==> src/rtl/timestamp_extend.sv <==
// timestamp_extend
//
// Widens a free-running narrow binary counter (already in the local clock
// domain) into a monotonic OUT_WIDTH-bit timestamp by counting its
// wrap-arounds. Forward steps larger than MAX_STEP, and backward steps, are
// flagged on err and never advance the high word. A capture strobe snapshots
// the current timestamp into a 2-entry FIFO (head = output register,
// tail = skid register) drained over a valid/ready stream. Captures that find
// the FIFO full with no pop are dropped and counted.
//
// Ports
//   clk, rst      clock, synchronous active-high reset
//   in_bin        narrow binary counter input
//   capture       single-cycle capture strobe
//   ts            extended timestamp (registered)
//   locked        high once the INIT phase has completed
//   err           one-cycle pulse on an illegal in_bin step
//   m_ts_tdata    captured timestamp (head of FIFO)
//   m_ts_tvalid   head valid
//   m_ts_tready   downstream ready
//   overflow      one-cycle pulse when a capture is dropped
//   drop_count    saturating count of dropped captures
//
// state   | meaning
// --------+-----------------------------------------------------------
// ST_INIT | waiting INIT_CYCLES cycles for in_bin to settle; ts held 0
// ST_RUN  | tracking in_bin, extending ts, accepting captures

module timestamp_extend #(
    parameter int IN_WIDTH    = 32,
    parameter int OUT_WIDTH   = 64,
    parameter int MAX_STEP    = 16,
    parameter int INIT_CYCLES = 2,
    parameter int DROP_WIDTH  = 16
) (
    input  logic                  clk,
    input  logic                  rst,
    input  logic [IN_WIDTH-1:0]   in_bin,
    input  logic                  capture,
    output logic [OUT_WIDTH-1:0]  ts,
    output logic                  locked,
    output logic                  err,
    output logic [OUT_WIDTH-1:0]  m_ts_tdata,
    output logic                  m_ts_tvalid,
    input  logic                  m_ts_tready,
    output logic                  overflow,
    output logic [DROP_WIDTH-1:0] drop_count
);

    localparam int HIGH_W = OUT_WIDTH - IN_WIDTH;
    localparam int CNT_W  = $clog2(INIT_CYCLES + 1);
    localparam logic [IN_WIDTH-1:0] MAX_STEP_V  = IN_WIDTH'(MAX_STEP);
    localparam logic [CNT_W-1:0]    INIT_LOAD_V = CNT_W'(INIT_CYCLES - 1);

    typedef enum logic {ST_INIT, ST_RUN} state_t;

    state_t                state;
    logic [CNT_W-1:0]      init_cnt;
    logic [IN_WIDTH-1:0]   prev;
    logic [HIGH_W-1:0]     high;
    logic [OUT_WIDTH-1:0]  skid_data;
    logic                  skid_valid;

    logic [IN_WIDTH-1:0]   delta;
    logic                  step_bad;
    logic                  wrap;
    logic [HIGH_W-1:0]     high_next;
    logic                  push;
    logic                  pop;

    always_comb begin
        delta     = in_bin - prev;
        step_bad  = (delta > MAX_STEP_V);
        // A legal step that lands below prev must have crossed zero.
        wrap      = !step_bad && (in_bin < prev);
        high_next = high + HIGH_W'(wrap);
        push      = capture && (state == ST_RUN);
        pop       = m_ts_tvalid && m_ts_tready;
    end

    always_ff @(posedge clk) begin
        if (rst) begin
            state       <= ST_INIT;
            init_cnt    <= INIT_LOAD_V;
            prev        <= '0;
            high        <= '0;
            ts          <= '0;
            locked      <= 1'b0;
            err         <= 1'b0;
            m_ts_tdata  <= '0;
            m_ts_tvalid <= 1'b0;
            skid_data   <= '0;
            skid_valid  <= 1'b0;
            overflow    <= 1'b0;
            drop_count  <= '0;
        end else begin
            err      <= 1'b0;
            overflow <= 1'b0;

            case (state)
                ST_INIT: begin
                    if (init_cnt == '0) begin
                        prev   <= in_bin;
                        high   <= '0;
                        locked <= 1'b1;
                        state  <= ST_RUN;
                    end else begin
                        init_cnt <= init_cnt - 1'b1;
                    end
                end
                ST_RUN: begin
                    prev <= in_bin;
                    high <= high_next;
                    ts   <= {high_next, in_bin};
                    err  <= step_bad;
                end
                default: state <= ST_INIT;
            endcase

            // Two-entry FIFO. The head only ever refills from the skid first,
            // so FIFO order is kept; the skid is never valid with an empty head.
            if (pop) begin
                if (skid_valid) begin
                    m_ts_tdata <= skid_data;
                    skid_valid <= push;
                    if (push) skid_data <= ts;
                end else begin
                    m_ts_tvalid <= push;
                    if (push) m_ts_tdata <= ts;
                end
            end else if (push) begin
                if (!m_ts_tvalid) begin
                    m_ts_tdata  <= ts;
                    m_ts_tvalid <= 1'b1;
                end else if (!skid_valid) begin
                    skid_data  <= ts;
                    skid_valid <= 1'b1;
                end else begin
                    overflow <= 1'b1;
                    if (drop_count != '1) drop_count <= drop_count + 1'b1;
                end
            end
        end
    end

endmodule

==> config.mk <==
export PLATFORM = sky130hd
export DESIGN_NAME = timestamp_extend
export DESIGN_NICKNAME = d
export VERILOG_FILES = /design/src/rtl/timestamp_extend.sv
export SDC_FILE = /design/constraint.sdc
export NUM_CORES = 1
export LEC_CHECK = 0
export BUFFER_PORTS_ARGS = -buffer_cell sky130_fd_sc_hd__buf_2
export CAP_MARGIN = 20
export CORE_MARGIN = 3
export CORE_UTILIZATION = 50
export CTS_CLUSTER_DIAMETER = 120
export DETAILED_ROUTE_END_ITERATION = 12
export PLACE_DENSITY = 0.71
export SETUP_SLACK_MARGIN = 0.2
export SLEW_MARGIN = 5
export SYNTH_ARGS = -nofsm -noshare
export SYNTH_HDL_FRONTEND = slang
export SYNTH_SLANG_ARGS = --single-unit
export TNS_END_PERCENT = 1
==> constraint.sdc <==
create_clock -name clk -period 6.5 [get_ports clk]
set_input_delay 0.325 -clock clk [delete_from_list [all_inputs] [get_ports clk]]
set_output_delay 0.325 -clock clk [all_outputs]
set_load 0.005 [all_outputs]
==> summary.txt, run 1 <==
Max transition margin -> 40.0%
Cell row count -> 58
Fmax -> 180 MHz
Crit share post-route -> 85.6%
# DRC -> 0
Core Util, Final -> 59.3%
IO Port Bufs -> 183
Number of buffers created by CTS -> 30
CTS tree -> built
Initial antenna violation count -> 0
DRT iter0 DRCs -> 817
FF-to-FF Start -> prev[0]
Post-synthesis mux area share -> 7.66%
Global route overflow -> 0
Ranking of synthesized cells by area -> dfxtp_1 43%, nand2_1 9.2%, mux2i_1 7.6%
Final setup TNS -> 0 ns
Layout cells sized above 1 -> 14.9%
# diodes -> 0
Post-Synth XOR/XNOR Area -> 3.92%
Crit path max fanout -> 6
Post-synth EDFFs -> 0
Placed cell area -> 14000 sq um
Via density -> 5.50
Critical path class -> flip-flop to flip-flop
Synth unique cells -> 69
I/O Pins -> 184
Sequential area share after synthesis -> 43.3%
Post-synthesis cell area -> 13000 sq um
Status -> finished clean
Critical path arrival -> 6.04 ns
Number of max-cap violations -> 0
Gr usage total -> 22.3%
Root buf cell -> clkbuf_16
Startpoint types -> flip-flop
RePlAce Congestion -> 0.914
CTS H-tree depth -> 1
Clk sink count -> 280
R2r setup slk -> 0.94 ns
HP Class -> primary input to flip-flop
Synth Area in Adders -> 3.63%
RSZ-0062 raised after global routing -> no
Core area -> 25300 sq um
Synth-to-Final Area Change -> 15.8%
Largest family of logic cells by synthesized area -> simple AND/OR/NAND/NOR gates
Worst hold path endpoint -> prev[0]
Die H -> 167 um
Critical Path Source -> prev[0]
Routed WL -> 32.4 mm
Final non-filler cell area -> 15000 sq um
Worst-Margin Slew -> 0.900 ns
Router iterations before antenna repair -> 5
Pins over their slew limit -> 0
WHS Path Cells -> 3
Compound-Gate Fraction of Synth Area -> 17.6%
Clk_skew -> 0.00993 ns
Worst vdd ir -> 216 uV
Synth warnings -> 0
Final Total Pwr -> 5.10 mW
Hold Vio Cnt, Final -> 0
Fraction of registers with async set or reset after synthesis -> 0%
Most numerous cell in the Yosys netlist -> nand2_1
Hold path start -> in_bin[0]
Clock Tree Buf Depth -> 3
Yosys top cell area share -> 43.3%
Post-synth top area cell -> dfxtp_1
Clk pin slew, worst setup/hold paths -> 0.06 ns
Post-CTS sizing -> 0
Final setup fails -> 0
Largest net degree at the start of global routing -> 123
Worst r2r path cells -> 20
Synth Register Bits -> 280
Main synth FF type -> dfxtp_1
Pwr dens -> 340 nW/um^2
Routed WL per cell -> 15.7 um
ANT nets after route -> 0
Initial Utilization -> 51.2%
Clock latency on the worst-skew pair -> 0.55 ns
Post-layout minimum cycle time -> 5.56 ns
First-pass GRT wire length -> 53.5 mm
Min Hold Slack -> 0.0399 ns
Syn_nets -> 1658
Simple-gate share of the synthesized area -> 19.4%
Die Area -> 27900 sq um
Final #Nets -> 1785
Post-synth top cells -> 317 x nand2_1, 280 x dfxtp_1, 193 x a21oi_1
Post-DP HPWL -> 22.1 mm
Postcts setup bufs -> 0
Worst R2R End -> high[30]
CP required -> 6.97 ns
# hold bufs at CTS -> 0
Vias -> 11342
Leak pwr -> 6.20 nW
Syn Area/Cell -> 8.18 sq um
Die X -> 167 um
Vias in the first global route -> 10326
Synth Instances -> 1585
Element type at the critical path end -> flip-flop
==> area by class of cell <==
cell class / instances / area, sq um
well taps: 330 / 413
flip-flops and latches: 280 / 5610
multi-input cells: 1154 / 6800
fillers: 2333 / 10300
inverters: 52 / 195
repair buffers: 194 / 1030
clock buffers: 44 / 843
clock inverters: 10 / 124
==> cells by family (layout without fill, tap and decap cells) <==
group | count (synthesis) | after routing
AO/OA/AOI/OAI | 367 | 367
XOR/XNOR | 58 | 58
adder cells (fa/ha/maj) | 37 | 37
buffers and inverters | 151 | 300
flip-flops | 280 | 280
multiplexers | 99 | 99
AND/OR/NAND/NOR | 593 | 593
==> where the power goes <==
part	switching (mW)	total (mW)	internal, mW
clock	0.693	1.67	0.980
sequential	0.127	2.01	1.89
combinational	0.884	1.41	0.530
==> state kept, by name, summed over array words and instances (netlist names) <==
| signal | cells |
|---|---|
| state | 1 |
| ts | 64 |
| skid_data | 64 |
| high | 32 |
| overflow | 1 |
| skid_valid | 1 |
| init_cnt | 2 |
| locked | 1 |
| m_ts_tdata | 64 |
| drop_count | 16 |
| m_ts_tvalid | 1 |
| err | 1 |
| prev | 32 |
==> metrics by stage <==
step                std cells  worst slack [ns]
global placement         2009             0.949
CTS                      2063             0.952
detailed placement       2009             0.809
finish                   2064             0.937
floorplan                1585              1.45
global route             2064             0.387
==> worst max path at each step <==
stage | depth (start not counted) | end | slack, ns
after detailed placement | 22 | ts[62] | 0.81
final | 20 | high[30] | 0.94
after CTS | 20 | high[30] | 0.95
after floorplan | 21 | high[30] | 1.45
after global placement | 22 | high[30] | 0.95
after global routing | 20 | ts[62] | 0.39
==> worst max-delay path, cell delays in order, from the launching register on <==
cell and delay (ns):
dfxtp_1 0.33, ha_1 0.16, inv_1 0.05, fa_1 0.45
a211oi_2 0.31, o21ai_2 0.14, a32o_1 0.29, or4_4 0.52
a221oi_2 0.25, nand4_1 0.13, or4_4 0.46, nor4b_2 0.26
ha_1 0.23, ha_1 0.22, nand4_1 0.20, or3_1 0.51
nor4_1 0.40, nand4_1 0.16, xnor2_1 0.16, nand2_1 0.09
a21oi_1 0.16
==> per-layer routing <==
metal | track usage (%) | routed length [um]
met5 | 0 | 0
met4 | 4.73 | 630
met3 | 2.80 | 1300
met2 | 37.9 | 15400
met1 | 30.7 | 15000
==> placed cells by master, fill, tap and decap left out, types with 4 or more instances in the layout <==
master       n
a211o_1      4
a211oi_1    71
a21o_1       9
a21oi_1    192
a31oi_1      5
and2_1       4
and3_1       9
and4_1       4
buf_2      182
buf_4        9
clkbuf_1    10
clkbuf_16   30
clkbuf_8     5
clkinv_2     4
dfxtp_1    279
ha_1        36
inv_1       52
mux2i_1     98
nand2_1    317
nand2b_1     5
nand3_1     42
nand4_1     18
nor2_1     147
nor3_1      17
nor4_1       7
o211ai_1    11
o21a_1       5
o21ai_0     23
o21ai_1      6
o21bai_1     5
or3_1        5
xnor2_1     31
xor2_1      27
No activity file was read; power rests on OpenSTA's default activity.
==> run 2, diff against run 1 <==
- CAP_MARGIN: 20 -> 5
- CORE_ASPECT_RATIO: unset -> 1.4
==> run 2 against run 1 <==
Compared with the run above: clock power grew 6%; maximum frequency up 0.82%; die area hardly changed; worst hold slack improved by 0.0096 ns; clock-buffer cell count down 6; first-iteration DRC count down 40%; critical path type unchanged.
==> summary.txt, run 2 (same netlist as run 1, synthesis figures left out) <==
Fmax -> 181 MHz (+0.82%)
Routed WL -> 32.2 mm (-0.37%)
Combinational share of power -> 27.1% (-0.6 points)
Vias -> 11210 (-1.2%)
Vias in the first global route -> 10500 (+1.7%)
Clock Tree Buf Depth -> 3 (unchanged)
Post-CTS sizing -> 0 (unchanged)
Setup ws final -> 0.983 ns (+0.0451 ns)
Element type at the critical path end -> flip-flop
Max transition margin -> 29.1% (-11 points)
Clock latency on the worst-skew pair -> 0.55 ns (about the same)
Number of max-cap violations -> 0 (unchanged)
I/O Pins -> 184 (unchanged)
Initial Utilization -> 50.9% (-0.28 points)
Pins over their slew limit -> 0 (unchanged)
Clk pin slew, worst setup/hold paths -> 0.06 ns (about the same)
Cell row count -> 69 (+19%)
Final Instance Count excl. Fillers -> 2051 (-0.63%)
Final #Nets -> 1784 (-0.056%)
CP required -> 6.96 ns (about the same)
Initial antenna violation count -> 0 (unchanged)
Die X -> 142 um (-15%)
IO Port Bufs -> 183 (unchanged)
Routed WL per cell -> 15.7 um (+0.26%)
Global route overflow -> 0 (unchanged)
Startpoint types -> flip-flop
First-pass GRT wire length -> 52.9 mm (-1.1%)
Postcts setup bufs -> 0 (unchanged)
Clock network fraction of total power -> 34.1% (+1.3 points)
Crit share post-route -> 84.9% (-0.69 points)
Leak pwr -> 6.24 nW (+0.51%)
Worst-Margin Slew -> 1.06 ns (+0.165 ns)
ANT nets after route -> 0 (unchanged)
Commonest non-fill, non-tap cells in the layout -> 317 x nand2_1, 279 x dfxtp_1, 192 x a21oi_1
Switching share of total power -> 32.4% (-0.99 points)
HP Class -> primary input to flip-flop
Layout cells sized above 1 -> 15.1% (+0.19 points)
DRT iter0 DRCs -> 493 (-40%)
Register share of total power -> 38.8% (-0.7 points)
Gr usage total -> 22.5% (+0.18 points)
Final setup fails -> 0 (unchanged)
FF+latch area -> 5610 sq um (unchanged)
Die H -> 196 um (+18%)
CTS H-tree depth -> 1 (unchanged)
# DRC -> 0 (unchanged)
Placed Cells -> 2000 (-0.45%)
Via density -> 5.47 (-0.54%)
Core area -> 25500 sq um (+0.56%)
Top flop regs -> m_ts_tdata x64, skid_data x64, ts x64
Hold Vio Cnt, Final -> 0 (unchanged)
CTS tree -> built
# fillers -> 2325 (-0.34%)
Root buf cell -> clkbuf_16
Final setup TNS -> 0 ns (unchanged)
# hold bufs at CTS -> 0 (unchanged)
Synth-to-Final Area Change -> 16.0%
Die Area -> 27900 sq um (about the same)
Worst vdd ir -> 225 uV (+4.2%)
Post-layout minimum cycle time -> 5.52 ns (-0.0451 ns)
Router iterations before antenna repair -> 5 (unchanged)
Status -> finished clean
Critical path arrival -> 5.98 ns (-0.06 ns)
RSZ-0062 raised after global routing -> no
RePlAce Congestion -> 0.961 (+5.1%)
P_sw -> 1.68 mW (-1.3%)
# diodes -> 0 (unchanged)
Final Total Pwr -> 5.19 mW (+1.7%)
Clk sink count -> 280 (unchanged)
Clk_skew -> 0.0112 ns (+0.00132 ns)
Post-DP HPWL -> 22.4 mm (+1.4%)
Int Pwr -> 3.51 mW (+3.2%)
Most common cell after layout, fill and taps aside -> nand2_1
Setup slack at placement -> 0.808 ns (-0.00160 ns)
Multi-input gate area -> 6800 sq um (unchanged)
Core Util, Final -> 59.0% (-0.22 points)
Critical path class -> flip-flop to flip-flop
Largest net degree at the start of global routing -> 107 (-13%)
Crit path max fanout -> 6 (unchanged)
Number of buffers created by CTS -> 28 (-6.7%)
Pwr dens -> 345 nW/um^2 (+1.5%)
run 2: area by class of cell:
class	instances	area share, %
clock buffer	38	5.24
clock inverter	13	1.56
inverter	52	1.30
multi-input combinational	1154	45.2
sequential	280	37.3
tap	319	2.65
timing repair buffer	195	6.75
run 2: worst paths after layout:
path                                 end  slack (ns)  cells after the start       start
worst max-delay path              ts[62]        0.98                     20     prev[0]
worst min-delay path            prev[12]        0.05                      3  in_bin[12]
worst max register to register    ts[62]        0.98                     20     prev[0]
worst min register to register  prev[14]        0.45                      2    prev[14]
run 2: layer usage:
metal | share of wire (%) | vias up | track usage [%]
met1 | 41 | 5213 | 26.6
met5 | 0 | - | 0
met4 | 2.9 | 0 | 7.36
met3 | 3.1 | 61 | 2.28
met2 | 53 | 197 | 42.1
li1 | - | 5739 | -
run 2: worst max-delay path, cell delays in order, from the launching register on:
cell and delay, ns:
dfxtp_1 0.34, ha_1 0.16, inv_1 0.05, fa_1 0.44
a211oi_2 0.30, o21ai_2 0.14, a32o_1 0.29, or4_4 0.52
a221oi_2 0.24, nand4_1 0.11, or4_4 0.45, nor4b_2 0.27
ha_1 0.23, ha_1 0.21, nand4_1 0.20, or3_1 0.52
nor4_1 0.40, nand4_1 0.16, xnor2_1 0.16, nand2_1 0.09
a21oi_1 0.16
run 2: metrics by stage:
step           hold WS [ns]  area (sq um)
2_1_floorplan         0.432         13000
3_3_place_gp          0.438         14000
3_5_place_dp          0.444         14000
4_1_cts              0.0232         15000
5_1_grt              0.0420         15000
6_report             0.0494         15000
run 2: power by group through the flow:
stage / combinational, mW / sequential [mW] / clock [mW]
final: 1.41 / 2.01 / 1.77
after global routing: 1.59 / 2.03 / 1.87
after CTS: 1.42 / 2.01 / 1.81
after detailed placement: 1.41 / 2.05 / 0
after global placement: 1.40 / 2.04 / 0
after floorplan: 1.01 / 2.02 / 0
==> run 3, diff against run 2 <==
- clock period: 6.5 -> 5.7 ns (I/O delays scaled with it)
==> run 3 against run 2 <==
Compared with the run above: cell count increased by 0.44%; non-clock buffer count increased by 10; sequential share of layout area about the same; routed wire length increased by 1.5%; utilization about the same; total power increased by 9.3%; critical path type unchanged; via count increased by 0.65%.
==> summary.txt, run 3 (same netlist as run 1, synthesis figures left out) <==
Status -> finished clean
Final setup fails -> 0 (unchanged)
RePlAce Congestion -> 0.873 (-9.2%)
Post-DP HPWL -> 22.3 mm (-0.40%)
# DRC -> 0 (unchanged)
First-pass GRT wire length -> 53.6 mm (+1.3%)
CP max stage cell -> or4_4
Final #Nets -> 1793 (+0.50%)
Routed WL -> 32.7 mm (+1.5%)
Most frequent cell on the critical path -> nand4_1
Clk_skew -> 0.0209 ns (+0.00961 ns)
Gr usage total -> 22.7% (+0.21 points)
Worst vdd ir -> 274 uV (+22%)
DR WL met3 -> 1.11 mm (+11%)
Slowest stage delay, CP -> 0.52 ns (about the same)
Largest net degree at the start of global routing -> 157 (+47%)
Critical path class -> flip-flop to flip-flop
Cell row count -> 69 (unchanged)
Met1 WL -> 13.3 mm (+1.1%)
Die Area -> 27900 sq um (unchanged)
Max transition margin -> 27.6% (-1.5 points)
Leak pwr -> 6.22 nW (-0.19%)
Element type at the critical path end -> flip-flop
Number of buffers created by CTS -> 27 (-3.6%)
Layout cells sized above 1 -> 15.9% (+0.84 points)
Clock latency on the worst-skew pair -> 0.54 ns (about the same)
Clock Tree Buf Depth -> 3 (unchanged)
Most common cell after layout, fill and taps aside -> nand2_1
Final non-filler cell area -> 15000 sq um (about the same)
R2r setup slk -> 0.45 ns (-0.53 ns)
WL met2 -> 17.5 mm (+2.4%)
Routed WL per cell -> 15.9 um (+1.1%)
Pins over their slew limit -> 0 (unchanged)
Global route overflow -> 0 (unchanged)
Vias in the first global route -> 10649 (+1.4%)
# diodes -> 0 (unchanged)
Root buf cell -> clkbuf_16
Clk sink count -> 280 (unchanged)
Startpoint types -> flip-flop
Fmax -> 191 MHz (+5.2%)
Clk pin slew, worst setup/hold paths -> 0.06 ns (about the same)
Number of max-cap violations -> 0 (unchanged)
Initial Utilization -> 50.9% (unchanged)
RSZ-0062 raised after global routing -> yes
Pwr dens -> 377 nW/um^2 (+9.3%)
Crit share post-route -> 92.0% (+7.2 points)
DRT iter0 DRCs -> 486 (-1.4%)
Die H -> 196 um (unchanged)
Worst-Margin Slew -> 1.09 ns (+0.0225 ns)
Core area -> 25500 sq um (unchanged)
Final Instance Count excl. Fillers -> 2060 (+0.44%)
Commonest non-fill, non-tap cells in the layout -> 317 x nand2_1, 279 x dfxtp_1, 191 x a21oi_1
IO Port Bufs -> 183 (unchanged)
Hold Vio Cnt, Final -> 0 (unchanged)
Top routing layer in use -> met4
Crit path max fanout -> 6 (unchanged)
CP Cell Sequence -> ha_1, inv_1, fa_2, a211oi_4, o21ai_4, a32o_1, or4_4, a221oi_2, nand4_1, or4_4, nor4b_2, ha_2, ha_1, nand4_1, or3_4, nor4_4, nand4_1, xnor2_1, nand2_1, a21oi_1
Via density -> 5.48 (+0.21%)
Placed cell area -> 14100 sq um (+0.27%)
ANT nets after route -> 0 (unchanged)
CP required -> 6.14 ns (-0.82 ns)
Vias -> 11283 (+0.65%)
Router iterations before antenna repair -> 5 (unchanged)
HP Class -> primary input to flip-flop
CTS H-tree depth -> 1 (unchanged)
Core Util, Final -> 59.0% (about the same)
Initial antenna violation count -> 0 (unchanged)
I/O Pins -> 184 (unchanged)
Top flop regs -> m_ts_tdata x64, skid_data x64, ts x64
Critical path arrival -> 5.69 ns (-0.29 ns)
CTS tree -> built
Final setup TNS -> 0 ns (unchanged)
Placed Cells -> 2005 (+0.25%)
Synth-to-Final Area Change -> 16.0% (about the same)
Die X -> 142 um (unchanged)
Post-layout minimum cycle time -> 5.25 ns (-0.271 ns)
[run 3: cell count changes in the layout (fill, tap and decap cells not counted), moves of 2 or more]
cell and delta:
clkinvlp_4 +2, nor4_1 -2, nor3_1 -3, dlygate4sd3_1 +3, nor3_2 +3, clkinv_2 +3, bufinv_16 -5, buf_4 +7
[run 3: cell type report]
cell class              instances  area [sq um]
well taps                     319           399
repair buffers                205          1100
inverters                      52           195
flip-flops and latches        280          5610
clock buffers                  38           767
multi-input cells            1154          6870
clock inverters                12          95.1
fillers                      2349         10400
[run 3: per-stage QoR]
step	hold slack, ns	total power [mW]	setup slack (ns)
2_1_floorplan	0.425	3.46	0.692
3_5_place_dp	0.445	3.96	0.110
4_1_cts	0.000742	5.70	0.231
5_1_grt	0.0242	6.02	0.160
6_report	0.0214	5.67	0.453
3_3_place_gp	0.438	3.93	0.243
[run 3: final timing paths]
check,from,to,depth (start not counted)
min reg2reg,prev[18],prev[18],2
min,in_bin[24],prev[24],3
max,prev[0],high[30],20
max reg2reg,prev[0],high[30],20
[run 3: critical path, delay by kind of cell, from the launching register on]
family | cells | cell delay (ns)
DFF | 1 | 0.33
and+or+nand+nor | 9 | 2.47
buffers and inverters | 1 | 0.06
adders and majority gates | 4 | 0.97
xor gates and xnor gates | 1 | 0.16
AOI/OAI and AO/OA | 5 | 1.17
[run 3: repair_timing]
item                                    in CTS  in global routing
endpoints found under the setup margin       0                 18
resized for setup                            0                 14
hold endpoints to repair                     3                  0
buffers inserted                             0                  2
hold buffers                                 3                  0
[run 3: report_power, final]
group | internal [mW] | switching (mW)
sequential | 2.15 | 0.119
clock | 0.985 | 0.752
combinational | 0.624 | 1.04
total | 3.76 | 1.91
[run 3: per-layer routing]
metal	GRT usage, %	up-vias
met5	0	-
met4	6.01	0
met3	2.57	54
met2	43.1	195
met1	26.8	5289
li1	-	5745
